--- src/rtl/dcache_drain_ctrl_pkg.sv ---
// Shared widths, entry layout and FSM encoding for the
// D-cache store-buffer drain controller.
package dcache_drain_ctrl_pkg;

  localparam int DC_ADDR_W = 32;
  localparam int DC_DATA_W = 32;
  localparam int DC_LINE_W = 128;
  localparam int SB_ENTRY_W = DC_ADDR_W + DC_DATA_W;
  localparam int DRAIN_CNT_W = 16;

  typedef struct packed {
    logic [DC_ADDR_W-1:0] addr;
    logic [DC_DATA_W-1:0] data;
  } sb_entry_t;

  typedef enum logic [2:0] {
    IDLE,
    LOOKUP,
    WRITE,
    MREQ,
    FILL
  } state_t;

endpackage

--- src/rtl/dcache_drain_ctrl_if.sv ---
// Store-buffer and memory-side handshakes of the drain controller.
// master = controller side, slave = store buffer / memory side.
interface dcache_drain_ctrl_if
  import dcache_drain_ctrl_pkg::*;
#(
  parameter int ADDR_W = DC_ADDR_W,
  parameter int DATA_W = DC_DATA_W,
  parameter int LINE_W = DC_LINE_W
) ();

  logic                     sb_valid;
  logic [ADDR_W+DATA_W-1:0] sb_entry;
  logic                     sb_ready;
  logic                     mem_req;
  logic [ADDR_W-1:0]        mem_addr;
  logic                     mem_ack;
  logic [LINE_W-1:0]        mem_line;

  modport master (
    input  sb_valid, sb_entry, mem_ack, mem_line,
    output sb_ready, mem_req, mem_addr
  );

  modport slave (
    output sb_valid, sb_entry, mem_ack, mem_line,
    input  sb_ready, mem_req, mem_addr
  );

endinterface

--- src/rtl/dcache_line_merge.sv ---
// Inserts one data word into a cache line at a word index.
// Word 0 sits in the line LSBs.
module dcache_line_merge
  import dcache_drain_ctrl_pkg::*;
#(
  parameter int DATA_W = DC_DATA_W,
  parameter int LINE_W = DC_LINE_W,
  parameter int IDX_W  = $clog2(LINE_W / DATA_W)
) (
  input  logic [LINE_W-1:0] line,
  input  logic [DATA_W-1:0] data,
  input  logic [IDX_W-1:0]  idx,
  output logic [LINE_W-1:0] merged
);

  always_comb begin
    merged = line;
    merged[int'(idx) * DATA_W +: DATA_W] = data;
  end

endmodule

--- src/rtl/dcache_drain_ctrl.sv ---
// Drains store-buffer entries into the D-cache: write on hit,
// line fetch + merged fill on miss; loads always win the port.
module dcache_drain_ctrl
  import dcache_drain_ctrl_pkg::*;
#(
  parameter int ADDR_W = DC_ADDR_W,
  parameter int DATA_W = DC_DATA_W,
  parameter int LINE_W = DC_LINE_W
) (
  input  logic                   clk,
  input  logic                   reset,
  dcache_drain_ctrl_if.master    bus,
  input  logic                   load_req,
  input  logic                   tag_hit,
  output logic [ADDR_W-1:0]      cache_addr,
  output logic                   cache_we,
  output logic [DATA_W-1:0]      cache_wdata,
  output logic                   cache_fill,
  output logic [LINE_W-1:0]      fill_line,
  output logic                   busy,
  output logic [DRAIN_CNT_W-1:0] drained
);

  localparam int OFF_W  = $clog2(LINE_W / 8);
  localparam int BYTE_W = $clog2(DATA_W / 8);
  localparam int IDX_W  = OFF_W - BYTE_W;

  state_t state_q, state_d;

  // addr_q doubles as the cache_addr bus register
  logic [ADDR_W-1:0]      addr_q;
  logic [DATA_W-1:0]      data_q;
  logic [DATA_W-1:0]      wdata_q;
  logic [LINE_W-1:0]      fill_q;
  logic [ADDR_W-1:0]      maddr_q;
  logic [DRAIN_CNT_W-1:0] drained_q;
  logic [LINE_W-1:0]      merged;
  logic [ADDR_W-1:0]      line_addr;

  logic sb_ready, mem_req, we, fill, accept;

  assign accept    = sb_ready & bus.sb_valid;
  assign line_addr = {addr_q[ADDR_W-1:OFF_W], {OFF_W{1'b0}}};

  dcache_line_merge #(
    .DATA_W (DATA_W),
    .LINE_W (LINE_W),
    .IDX_W  (IDX_W)
  ) u_merge (
    .line   (bus.mem_line),
    .data   (data_q),
    .idx    (addr_q[OFF_W-1:BYTE_W]),
    .merged (merged)
  );

  always_ff @(posedge clk) begin
    if (reset) state_q <= IDLE;
    else       state_q <= state_d;
  end

  always_comb begin
    state_d  = state_q;
    sb_ready = 1'b0;
    mem_req  = 1'b0;
    we       = 1'b0;
    fill     = 1'b0;
    unique case (state_q)
      IDLE: begin
        sb_ready = 1'b1;
        if (bus.sb_valid) state_d = LOOKUP;
      end
      LOOKUP: begin
        if (!load_req) state_d = tag_hit ? WRITE : MREQ;
      end
      WRITE: begin
        if (!load_req) begin
          we      = 1'b1;
          state_d = IDLE;
        end
      end
      MREQ: begin
        mem_req = 1'b1;
        if (bus.mem_ack) state_d = FILL;
      end
      FILL: begin
        if (!load_req) begin
          fill    = 1'b1;
          state_d = IDLE;
        end
      end
      default: state_d = IDLE;
    endcase
  end

  always_ff @(posedge clk) begin
    if (reset) begin
      addr_q    <= '0;
      data_q    <= '0;
      wdata_q   <= '0;
      fill_q    <= '0;
      maddr_q   <= '0;
      drained_q <= '0;
    end else begin
      if (accept) begin
        addr_q <= bus.sb_entry[ADDR_W+DATA_W-1 -: ADDR_W];
        data_q <= bus.sb_entry[DATA_W-1:0];
      end
      if (state_q == LOOKUP && !load_req) begin
        if (tag_hit) wdata_q <= data_q;
        else         maddr_q <= line_addr;
      end
      // merge uses the word index before addr_q becomes the line address
      if (state_q == MREQ && bus.mem_ack) begin
        fill_q <= merged;
        addr_q <= line_addr;
      end
      if (we || fill) drained_q <= drained_q + 16'd1;
    end
  end

  assign bus.sb_ready = sb_ready;
  assign bus.mem_req  = mem_req;
  assign bus.mem_addr = maddr_q;
  assign cache_addr   = addr_q;
  assign cache_we     = we;
  assign cache_wdata  = wdata_q;
  assign cache_fill   = fill;
  assign fill_line    = fill_q;
  assign busy         = (state_q != IDLE);
  assign drained      = drained_q;

endmodule
--- src/flat_wrapper.sv ---
// flat-port wrapper written by rule: the top's interface ports become plain ports
module dcache_drain_ctrl_flat import dcache_drain_ctrl_pkg::*;
#(
  parameter int ADDR_W = DC_ADDR_W,
  parameter int DATA_W = DC_DATA_W,
  parameter int LINE_W = DC_LINE_W
)
  (clk, reset, load_req, tag_hit, cache_addr, cache_we, cache_wdata, cache_fill, fill_line, busy, drained, bus_sb_valid, bus_sb_entry, bus_mem_ack, bus_mem_line, bus_sb_ready, bus_mem_req, bus_mem_addr);
  dcache_drain_ctrl_if #(.ADDR_W(ADDR_W), .DATA_W(DATA_W), .LINE_W(LINE_W)) bus_i ();
  input  logic clk;
  input  logic reset;
  input  logic load_req;
  input  logic tag_hit;
  output logic [ADDR_W-1:0] cache_addr;
  output logic cache_we;
  output logic [DATA_W-1:0] cache_wdata;
  output logic cache_fill;
  output logic [LINE_W-1:0] fill_line;
  output logic busy;
  output logic [DRAIN_CNT_W-1:0] drained;
  input wire logic [$bits(bus_i.sb_valid)-1:0] bus_sb_valid;
  input wire logic [$bits(bus_i.sb_entry)-1:0] bus_sb_entry;
  input wire logic [$bits(bus_i.mem_ack)-1:0] bus_mem_ack;
  input wire logic [$bits(bus_i.mem_line)-1:0] bus_mem_line;
  output wire logic [$bits(bus_i.sb_ready)-1:0] bus_sb_ready;
  output wire logic [$bits(bus_i.mem_req)-1:0] bus_mem_req;
  output wire logic [$bits(bus_i.mem_addr)-1:0] bus_mem_addr;
  assign bus_i.sb_valid = bus_sb_valid;
  assign bus_i.sb_entry = bus_sb_entry;
  assign bus_i.mem_ack = bus_mem_ack;
  assign bus_i.mem_line = bus_mem_line;
  assign bus_sb_ready = bus_i.sb_ready;
  assign bus_mem_req = bus_i.mem_req;
  assign bus_mem_addr = bus_i.mem_addr;
  dcache_drain_ctrl #(.ADDR_W(ADDR_W), .DATA_W(DATA_W), .LINE_W(LINE_W)) u_core (.clk(clk), .reset(reset), .bus(bus_i), .load_req(load_req), .tag_hit(tag_hit), .cache_addr(cache_addr), .cache_we(cache_we), .cache_wdata(cache_wdata), .cache_fill(cache_fill), .fill_line(fill_line), .busy(busy), .drained(drained));
endmodule
--- config.mk ---
export PLATFORM = sky130hd
export DESIGN_NAME = dcache_drain_ctrl_flat
export DESIGN_NICKNAME = d
export VERILOG_FILES = /design/src/rtl/dcache_drain_ctrl_pkg.sv /design/src/rtl/dcache_drain_ctrl_if.sv /design/src/rtl/dcache_line_merge.sv /design/src/rtl/dcache_drain_ctrl.sv /design/src/flat_wrapper.sv
export SDC_FILE = /design/constraint.sdc
export NUM_CORES = 1
export LEC_CHECK = 0
export ABC_AREA = 1
export BUFFER_PORTS_ARGS = -buffer_cell sky130_fd_sc_hd__clkbuf_2
export CAP_MARGIN = 20
export CORE_AREA = 4 4 168 170
export CTS_BUF_LIST = sky130_fd_sc_hd__clkbuf_4 sky130_fd_sc_hd__clkbuf_8
export DETAILED_ROUTE_END_ITERATION = 16
export DIE_AREA = 0 0 172 174
export PLACE_DENSITY = 0.73
export SLEW_MARGIN = 20
export SYNTH_ARGS = -nofsm -noshare
export SYNTH_HDL_FRONTEND = slang
export SYNTH_SLANG_ARGS = --single-unit
--- constraint.sdc ---
create_clock -name clk -period 2.65 [get_ports clk]
set_input_delay 0.53 -clock clk [delete_from_list [all_inputs] [get_ports clk]]
set_output_delay 0.53 -clock clk [all_outputs]
set_load 0.05 [all_outputs]
# == Word-level counts from Yosys, hierarchy flattened ==
# Cells that the tools add are included.
# word_totals
register_bits,271
in_bits,198
out_inout_bits,245
elab_cells,47
# classes
add_sub_neg,2
eq_ne,8
n_shift,2
mux,12
n_bitwise,3
n_reduce_logical,12
# op_table
cell,n
$bwmux W128,1
$shift A32 B33 Y128 const A,1
$shiftx A32 B33 Y128,1
$neg A7 Y33,1
$add A16 B1 Y16 const B,1
$mux W3,4
$pmux W3 S4,1
$ne A2 B2 Y1 const B,4
$eq A3 B2 Y1 const B,2
$mux W1,6
$reduce_and A2 Y1,3
$reduce_and A4 Y1,1
$reduce_or A2 Y1,2
$eq A3 B1 Y1 const B,1
$eq A3 B3 Y1 const B,1
$logic_not A3 Y1,1
$reduce_bool A3 Y1,1
$logic_and A1 B1 Y1,2
$not A1 Y1,2
$and A1 B1 Y1,1
$logic_not A1 Y1,1
$logic_or A1 B1 Y1,1

# == Longest topological paths before layout ==
# Gate-level depths: netlist of run 1.
# logic_depth
word_depth,4
mapped_depth,11
mapped_depth_nobuf,9

# == Cells and area by module ==
# Synthesis of run 1 repeated with hierarchy kept, for this count alone.
# hier_totals
hier_cells,1859
area_unflattened_um2,12345.6
# by_module_without_submodules
module,n_inst,cells_each,area_each_um2,seq_area_each_um2
dcache_drain_ctrl,1,1298,10075.9,5425.2
dcache_line_merge,1,561,2269.7,0.0

# == Worst setup path before layout of run 1 ==
# OpenSTA, ideal clock, no wires.
# synth_timing
path_kind,register to register
startpoint,register u_core.addr_q[2] (netlist: u_core.cache_addr[2])
endpoint,register u_core.fill_q[22] (netlist: u_core.fill_line[22])
setup_time_ns,0.070
arrival_time_ns,2.522
required_time_ns,2.580
path_slack_ns,0.059
path_stages_with_launch,12
n_path_buf,4
cell_sequence,dfxtp_1 clkbuf_1 inv_1 buf_2 buf_1 ha_1 inv_1 nand3_1 inv_1 buf_2 nand3_1 a21oi_1
# synth_between
elab_chain_len,3
elab_cells_between_ends,4
# synth_rtl
item,line_no,source
from (decl),dcache_drain_ctrl.sv:31,logic [ADDR_W-1:0] addr_q;
from (signal assigned),dcache_drain_ctrl.sv:105,addr_q <= bus.sb_entry[ADDR_W+DATA_W-1 -: ADDR_W];
from (signal assigned),dcache_drain_ctrl.sv:115,addr_q <= line_addr;
$neg A7 Y33 *,dcache_line_merge.sv:18,merged[int'(idx) * DATA_W +: DATA_W] = data;
$shiftx A32 B33 Y128 / $shift A32 B33 Y128 (equally long branches),dcache_line_merge.sv:18,
$bwmux W128 *,dcache_line_merge.sv:18,
to (signal assigned),dcache_drain_ctrl.sv:114,fill_q <= merged;
to (decl),dcache_drain_ctrl.sv:34,logic [LINE_W-1:0] fill_q;
# Mark *: on every way between the ends. The rest lies on a longest branch, timed or not.
# A chain may end at the register's enable or synchronous reset.

# == Worst setup path after layout of run 1 ==
# layout_timing
startpoint,register u_core.state_q[0]
endpoint,output port bus_sb_ready
# layout_between
elab_chain_len,2
# layout_rtl
item,line_no,source
from (decl),dcache_drain_ctrl.sv:28,"state_t state_q, state_d;"
from (signal assigned),dcache_drain_ctrl.sv:58,else state_q <= state_d;
$logic_not A3 Y1,dcache_drain_ctrl.sv:67,unique case (state_q)
$mux W1,dcache_drain_ctrl.sv:67,
to (decl),flat_wrapper.sv:25,output wire logic [$bits(bus_i.sb_ready)-1:0] bus_sb_ready;
# Every way passes these cells.

==> flow_summary_export.csv, run 1 <==
group,metric,value,unit
setup_path,reg2reg_slack,480,ps
setup_path,arrival,1650,ps
final_layout,most_frequent_cells_in_the_layout,"437 x sky130_fd_sc_hd__clkbuf_2, 289 x sky130_fd_sc_hd__a21oi_1, 271 x sky130_fd_sc_hd__dfxtp_1",
clock_network,cts.sinks,271,
setup_path,crit_path_end_kind,"output pin",
timing,clock_skew,18.4,ps
logic_synthesis,synth_async_sr_flop_share,0,%
global_routing,groute.usage.overall,29.3,%
detailed_routing,drc_violation_count_after_routing,0,
global_routing,globalRoute.totalOverflow,0,
floorplan,die_width,172,um
detailed_routing,via_count,12700,
timing,worst_slack,467,ps
timing,finalMaxSlewViolations,0,
setup_path,critical_path_class,"reg -> out",
run,max_cap_violations,0,
detailed_routing,vias_per_cell,5.50,
floorplan,area_of_the_die,0.0299,mm2
global_routing,met1_usage,39.3,%
logic_synthesis,yosysTopAreaCellShare,48.0,%
power_and_ir_drop,power_density,741,mW/mm2
logic_synthesis,average_cell_area_after_synthesis,7.33,um2
final_layout,flow.area_growth_from_synthesis,29.7,%
logic_synthesis,synth.yosys.warnings,0,
placed_design,place.port_buffers,438,
timing,rsz0062_at_grt,"false",
final_layout,fraction_of_layout_cells_with_a_size_suffix_above_1,28.5,%
logic_synthesis,post-synth-top-area-cell,"sky130_fd_sc_hd__dfxtp_1",
clock_network,cts_resized,0,
timing,final-setup-viol-count,0,
logic_synthesis,synthesis.area,0.0113,mm2
global_routing,number_of_global_route_vias_before_repair,11700,
global_routing,grt_antenna_before_repair,2,
timing,max_slew_margin,58.6,%
clock_network,ctsHtreeMaxLevel,2,
logic_synthesis,dominantRegCellSynth,"sky130_fd_sc_hd__dfxtp_1",
detailed_routing,route.antenna.remaining_nets,0,
power_and_ir_drop,power.internal,0.00727,W
clock_network,cts_tree,"built",
clock_network,clock-root-buffer,"sky130_fd_sc_hd__clkbuf_8",
setup_path,type_of_origin_of_the_critical_path,"flop",
final_layout,finalNetCount,2132,
logic_synthesis,synth_seq_area_share,48.0,%
setup_path,worst_setup_path_endpoint,"bus_sb_ready",
timing,hold_viol,0,
global_routing,met3_usage,8.26,%
run_status,outcome,"completed",
detailed_routing,postRouteWirelength,46500,um
timing,max_freq,458,MHz
clock_network,ctsLongestPathBuffers,3,
detailed_routing,post_drt_wl_per_cell,20.2,um
setup_path,crit_path_max_fo,5,
timing,min_period,2180,ps
logic_synthesis,synth.top_cells.by_area,"sky130_fd_sc_hd__dfxtp_1 48%, sky130_fd_sc_hd__a21oi_1 13%, sky130_fd_sc_hd__nand3_1 7.4%",
detailed_routing,detailedRoute.firstPassIterationCount,5,
global_routing,gr-usage-met2,44.7,%
global_routing,first_pass_grt_wire_length,69400,um
power_and_ir_drop,share_clk_of_total_power,38.4,%
clock_network,worstSkewPairLatency,570,ps
clock_network,cts-buffers-inserted,47,
floorplan,floorplan.rows,60,
setup_path,timing.critical_path.from,"u_core.state_q[0]",
power_and_ir_drop,total_switching_power,0.00359,W
power_and_ir_drop,worst_case_vdd_ir_drop,0.548,mV
clock_network,cts_setup_buffers,0,
clock_network,postCtsHoldBufs,0,
floorplan,core-area,0.0267,mm2
floorplan,die_h,174,um
final_layout,num-fill-cells,2578,
placed_design,pre_cts_slack,529,ps
setup_path,crit-reg2reg-launch,"u_core.cache_addr[2]",
final_layout,final_common_cell,"sky130_fd_sc_hd__clkbuf_2",
logic_synthesis,synthDistinctLibCells,24,
setup_path,r2r_end,"u_core.fill_line[103]",
power_and_ir_drop,leakagePower,6.44,nW
setup_path,reg2reg_depth,8,
placed_design,post-dp-hpwl,33400,um
power_and_ir_drop,comb_power_share,20.1,%
final_layout,fin_util,54.9,%
power_and_ir_drop,switching_share,33.1,%
power_and_ir_drop,total_power,0.0109,W
detailed_routing,detail_route.iter0.violations,1411,
floorplan,initial_core_utilization,42.3,%
hold_path,timing.hold.worst.class,"in -> reg",
timing,fin_setup_tns,0,ps
timing,post-route-period-util,82.4,%
power_and_ir_drop,pwr-share-seq,41.5,%
global_routing,grt_start_max_net_pins,129,
clock_network,clkSlewWorstSetupHoldPaths,60,ps
logic_synthesis,synth_enable_flop_cells,0,
hold_path,hold_depth,3,
logic_synthesis,synthCells,1543,
setup_path,crit_required,2120,ps
logic_synthesis,yosys_register_bits,271,
floorplan,pin_count,443,
placed_design,place_congestion,0.950,
global_routing,global_route_hottest_layer,"met2",
timing,timing_worst_slew_pin_value,621,ps
[cell type report]
cell class / count / area (um2) / share of cell area (%)
Sequential cell: 271 / 5430 / 37.0
Multi-Input combinational cell: 1070 / 5020 / 34.3
Tap cell: 341 / 427 / 2.91
Clock inverter: 3 / 71.3 / 0.486
Clock buffer: 77 / 947 / 6.46
Antenna cell: 2 / 5.00 / 0.0341
Inverter: 71 / 274 / 1.87
Timing Repair Buffer: 467 / 2490 / 17.0
[routing by layer]
layer / part of all wire [%] / wire (um)
met3: 11 / 5050
met4: 3.7 / 1730
met5: 0 / 0
met1: 41 / 18900
met2: 45 / 20900
[synthesized netlist by cell type (6+ instances only)]
| cell | n |
|---|---|
| sky130_fd_sc_hd__a211oi_1 | 21 |
| sky130_fd_sc_hd__buf_1 | 9 |
| sky130_fd_sc_hd__buf_2 | 35 |
| sky130_fd_sc_hd__a21oi_1 | 289 |
| sky130_fd_sc_hd__buf_4 | 18 |
| sky130_fd_sc_hd__o21ai_1 | 117 |
| sky130_fd_sc_hd__dfxtp_1 | 271 |
| sky130_fd_sc_hd__o21ai_0 | 20 |
| sky130_fd_sc_hd__nor2_1 | 188 |
| sky130_fd_sc_hd__o22ai_1 | 31 |
| sky130_fd_sc_hd__nand2_1 | 211 |
| sky130_fd_sc_hd__clkbuf_1 | 72 |
| sky130_fd_sc_hd__nand3_1 | 168 |
| sky130_fd_sc_hd__inv_1 | 67 |
| sky130_fd_sc_hd__ha_1 | 6 |
[cell families after synthesis]
family                     count (synthesis)  share of synthesized area (%)
and+or+nand+nor                          581                           21.5
AOI/OAI and AO/OA                        478                           22.0
DFF                                      271                           48.0
buffers and inverters                    205                           7.79
adders and majority gates                  6                          0.664
xor gates and xnor gates                   1                         0.0775
other                                      1                         0.0332
[sequential cells by signal (all words and copies together), names as in the netlist]
| register | cells |
|---|---|
| u_core.bus.mem_addr | 28 |
| u_core.cache_addr | 32 |
| u_core.cache_wdata | 32 |
| u_core.data_q | 32 |
| u_core.drained | 16 |
| u_core.fill_line | 128 |
| u_core.state_q | 3 |
[power by group through the flow]
stage | Sequential, W | Combinational (W) | Clock [W]
6_report | 0.00451 | 0.00218 | 0.00417
5_1_grt | 0.00452 | 0.00234 | 0.00442
4_1_cts | 0.00450 | 0.00216 | 0.00423
3_5_place_dp | 0.00458 | 0.00215 | 0
3_3_place_gp | 0.00458 | 0.00213 | 0
2_1_floorplan | 0.00490 | 0.00107 | 0
[worst min-delay path by stage]
stage / from / end
after floorplan: u_core.data_q[7] / u_core.data_q[7]
after detailed placement: u_core.bus.mem_addr[20] / u_core.bus.mem_addr[20]
after CTS: bus_mem_line[121] / u_core.fill_line[121]
final: bus_mem_line[121] / u_core.fill_line[121]
after global routing: bus_sb_entry[16] / u_core.data_q[16]
after global placement: u_core.cache_wdata[8] / u_core.cache_wdata[8]
[stage by stage]
step                instances  area [um2]  hold slack [ps]
floorplan                1546       11300              466
global placement         2220       13600              448
detailed placement       2220       13600              453
CTS                      2300       14700              180
global route             2302       14700              205
finish                   2302       14700              202
[critical path: stages, from the launching register on]
cell and delay [ps]:
sky130_fd_sc_hd__dfxtp_1 350, sky130_fd_sc_hd__nor2_2 190, sky130_fd_sc_hd__nand2_1 140, sky130_fd_sc_hd__inv_2 110, sky130_fd_sc_hd__clkbuf_2 300
Note: power is estimated with default switching activity, not from simulation.
==> inputs of run 2 (changes only) <==
- clock period: 2.65 -> 2.2 ns (I/O delays scaled with it)
==> run 2 against run 1 <==
Effect of this change:
- critical path type unchanged
- sequential cell count stayed put
- sequential power grew 20%
- clock skew up 5.3 ps
- register-to-register slack lost 210 ps
- critical path depth is 2 lower
- non-clock buffer count is 10 higher
- first-iteration DRC count shrank 3.6%
==> flow_summary_export.csv, run 2 (synthesis gave the netlist of run 1 again) <==
group,metric,value,unit
setup_path,timing.critical_path.cells,"buf_4, clkbuf_2",
setup_path,critPathTopFamily,"buffers and inverters",
setup_path,r2r_end,"u_core.fill_line[90]",
setup_path,arrival,1610,ps
run_status,outcome,"completed",
timing,clock_skew,23.7,ps
clock_network,cts.sinks,271,
detailed_routing,postRouteWirelength,45500,um
timing,fin_hold_ws,116,ps
global_routing,grt_start_max_net_pins,129,
setup_path,critical_path_class,"reg -> out",
hold_path,hold-path-endpoint,"u_core.fill_line[121]",
floorplan,core-area,0.0267,mm2
setup_path,crit_path_top_delay_cell,"sky130_fd_sc_hd__clkbuf_2",
global_routing,gr-usage-met2,43.9,%
power_and_ir_drop,power_density,874,mW/mm2
timing,rsz0062_at_grt,"false",
global_routing,number_of_global_route_vias_before_repair,11900,
timing,hold_viol,0,
clock_network,clock-root-buffer,"sky130_fd_sc_hd__clkbuf_8",
clock_network,cts-buffers-inserted,45,
timing,timing_worst_slew_pin_value,612,ps
final_layout,antenna_cells_inserted,0,
detailed_routing,post_drt_wl_per_cell,19.7,um
detailed_routing,detailedRoute.firstPassIterationCount,6,
clock_network,cts_resized,0,
global_routing,met1_usage,39.3,%
floorplan,initial_core_utilization,42.3,%
clock_network,worstSkewPairLatency,570,ps
clock_network,cts_tree,"built",
final_layout,flow.area_growth_from_synthesis,30.4,%
global_routing,globalRoute.totalOverflow,0,
detailed_routing,vias_per_cell,5.48,
detailed_routing,drc_violation_count_after_routing,0,
setup_path,cp_num_cells,2,
final_layout,final_common_cell,"sky130_fd_sc_hd__clkbuf_2",
final_layout,largest_register_ffs,128,
placed_design,place_congestion,0.972,
hold_path,hold_depth,3,
clock_network,clkSlewWorstSetupHoldPaths,60,ps
final_layout,finalNetCount,2140,
floorplan,floorplan.rows,60,
timing,max_slew_margin,59.2,%
setup_path,reg2reg_depth,9,
timing,fin_setup_tns,0,ps
final_layout,fraction_of_layout_cells_with_a_size_suffix_above_1,29.0,%
clock_network,cts_setup_buffers,0,
hold_path,timing.hold.worst.class,"in -> reg",
setup_path,reg2reg_slack,270,ps
setup_path,crit_path_end_kind,"output pin",
final_layout,most_frequent_cells_in_the_layout,"436 x sky130_fd_sc_hd__clkbuf_2, 289 x sky130_fd_sc_hd__a21oi_1, 270 x sky130_fd_sc_hd__dfxtp_1",
global_routing,met3_usage,7.19,%
setup_path,crit_required,1760,ps
setup_path,crit_path_max_fo,35,
setup_path,highest_cell_delay_on_the_worst_timing_path,370,ps
placed_design,post-dp-hpwl,33000,um
final_layout,fin_util,55.2,%
setup_path,type_of_origin_of_the_critical_path,"flop",
floorplan,die_h,174,um
global_routing,grt_antenna_before_repair,1,
clock_network,ctsHtreeMaxLevel,2,
power_and_ir_drop,worst_case_vdd_ir_drop,0.645,mV
placed_design,place.port_buffers,438,
setup_path,crit-reg2reg-launch,"u_core.cache_addr[3]",
timing,final-setup-viol-count,0,
floorplan,die_width,172,um
timing,min_period,2050,ps
timing,finalMaxSlewViolations,0,
global_routing,first_pass_grt_wire_length,68300,um
global_routing,global_route_hottest_layer,"met2",
detailed_routing,detail_route.iter0.violations,1360,
run,max_cap_violations,0,
power_and_ir_drop,leakagePower,6.49,nW
floorplan,pin_count,443,
timing,max_freq,487,MHz
detailed_routing,route.antenna.remaining_nets,0,
floorplan,area_of_the_die,0.0299,mm2
hold_path,timing.hold.worst.start,"bus_mem_line[121]",
timing,post-route-period-util,93.2,%
setup_path,crit_buf_inv,2,
detailed_routing,via_count,12700,
global_routing,groute.usage.overall,28.7,%
clock_network,ctsLongestPathBuffers,3,
final_layout,num-fill-cells,2629,
clock_network,postCtsHoldBufs,0,
-- run 2: final cells by class --
| class | instances | area (um2) | area share (%) |
|---|---|---|---|
| sequential | 271 | 5430 | 36.8 |
| multi-input combinational | 1070 | 5030 | 34.1 |
| timing repair buffer | 477 | 2620 | 17.7 |
| clock buffer | 75 | 938 | 6.37 |
| tap | 341 | 427 | 2.89 |
| inverter | 71 | 274 | 1.86 |
| clock inverter | 4 | 30.0 | 0.204 |
-- run 2: worst register-to-register path: cells and delay by family (launching register included) --
kind            cells  cell delay (ps)
buf+inv             4              850
flops               1              340
simple gates        3              300
fa+ha+maj           1              200
compound gates      1              120
-- run 2: how the worst max path moves through the flow --
stage,startpoint,to,slack (ps)
finish,u_core.cache_addr[2],cache_addr[2],150
CTS,u_core.state_q[1],bus_mem_req,130
floorplan,u_core.cache_addr[2],u_core.fill_line[103],-30
global placement,u_core.state_q[1],u_core.bus.mem_addr[7],400
detailed placement,u_core.cache_addr[3],u_core.fill_line[92],350
global route,u_core.state_q[1],bus_mem_req,50
-- run 2: where the power goes --
group	leakage (nW)	internal, W	switching [W]
Combinational	3.77	0.000757	0.00195
Clock	0.519	0.00269	0.00206
Sequential	2.19	0.00514	0.000289
Total	6.49	0.00858	0.00430
-- run 2: per-layer routing --
metal  routed length [um]  vias to the layer above
met5                   20                        -
met4                 1690                        2
met3                 4790                      111
met2                20300                      701
met1                18700                     5857
li1                     -                     5990
-- run 2: per-stage QoR --
stage,setup WS [ps],area (um2),power (W),instances
2_1_floorplan,-26.8,11300,0.00720,1546
3_3_place_gp,398,13800,0.00818,2230
3_5_place_dp,348,13800,0.00820,2230
4_1_cts,134,14700,0.0129,2309
5_1_grt,48.1,14700,0.0134,2309
6_report,149,14700,0.0129,2309
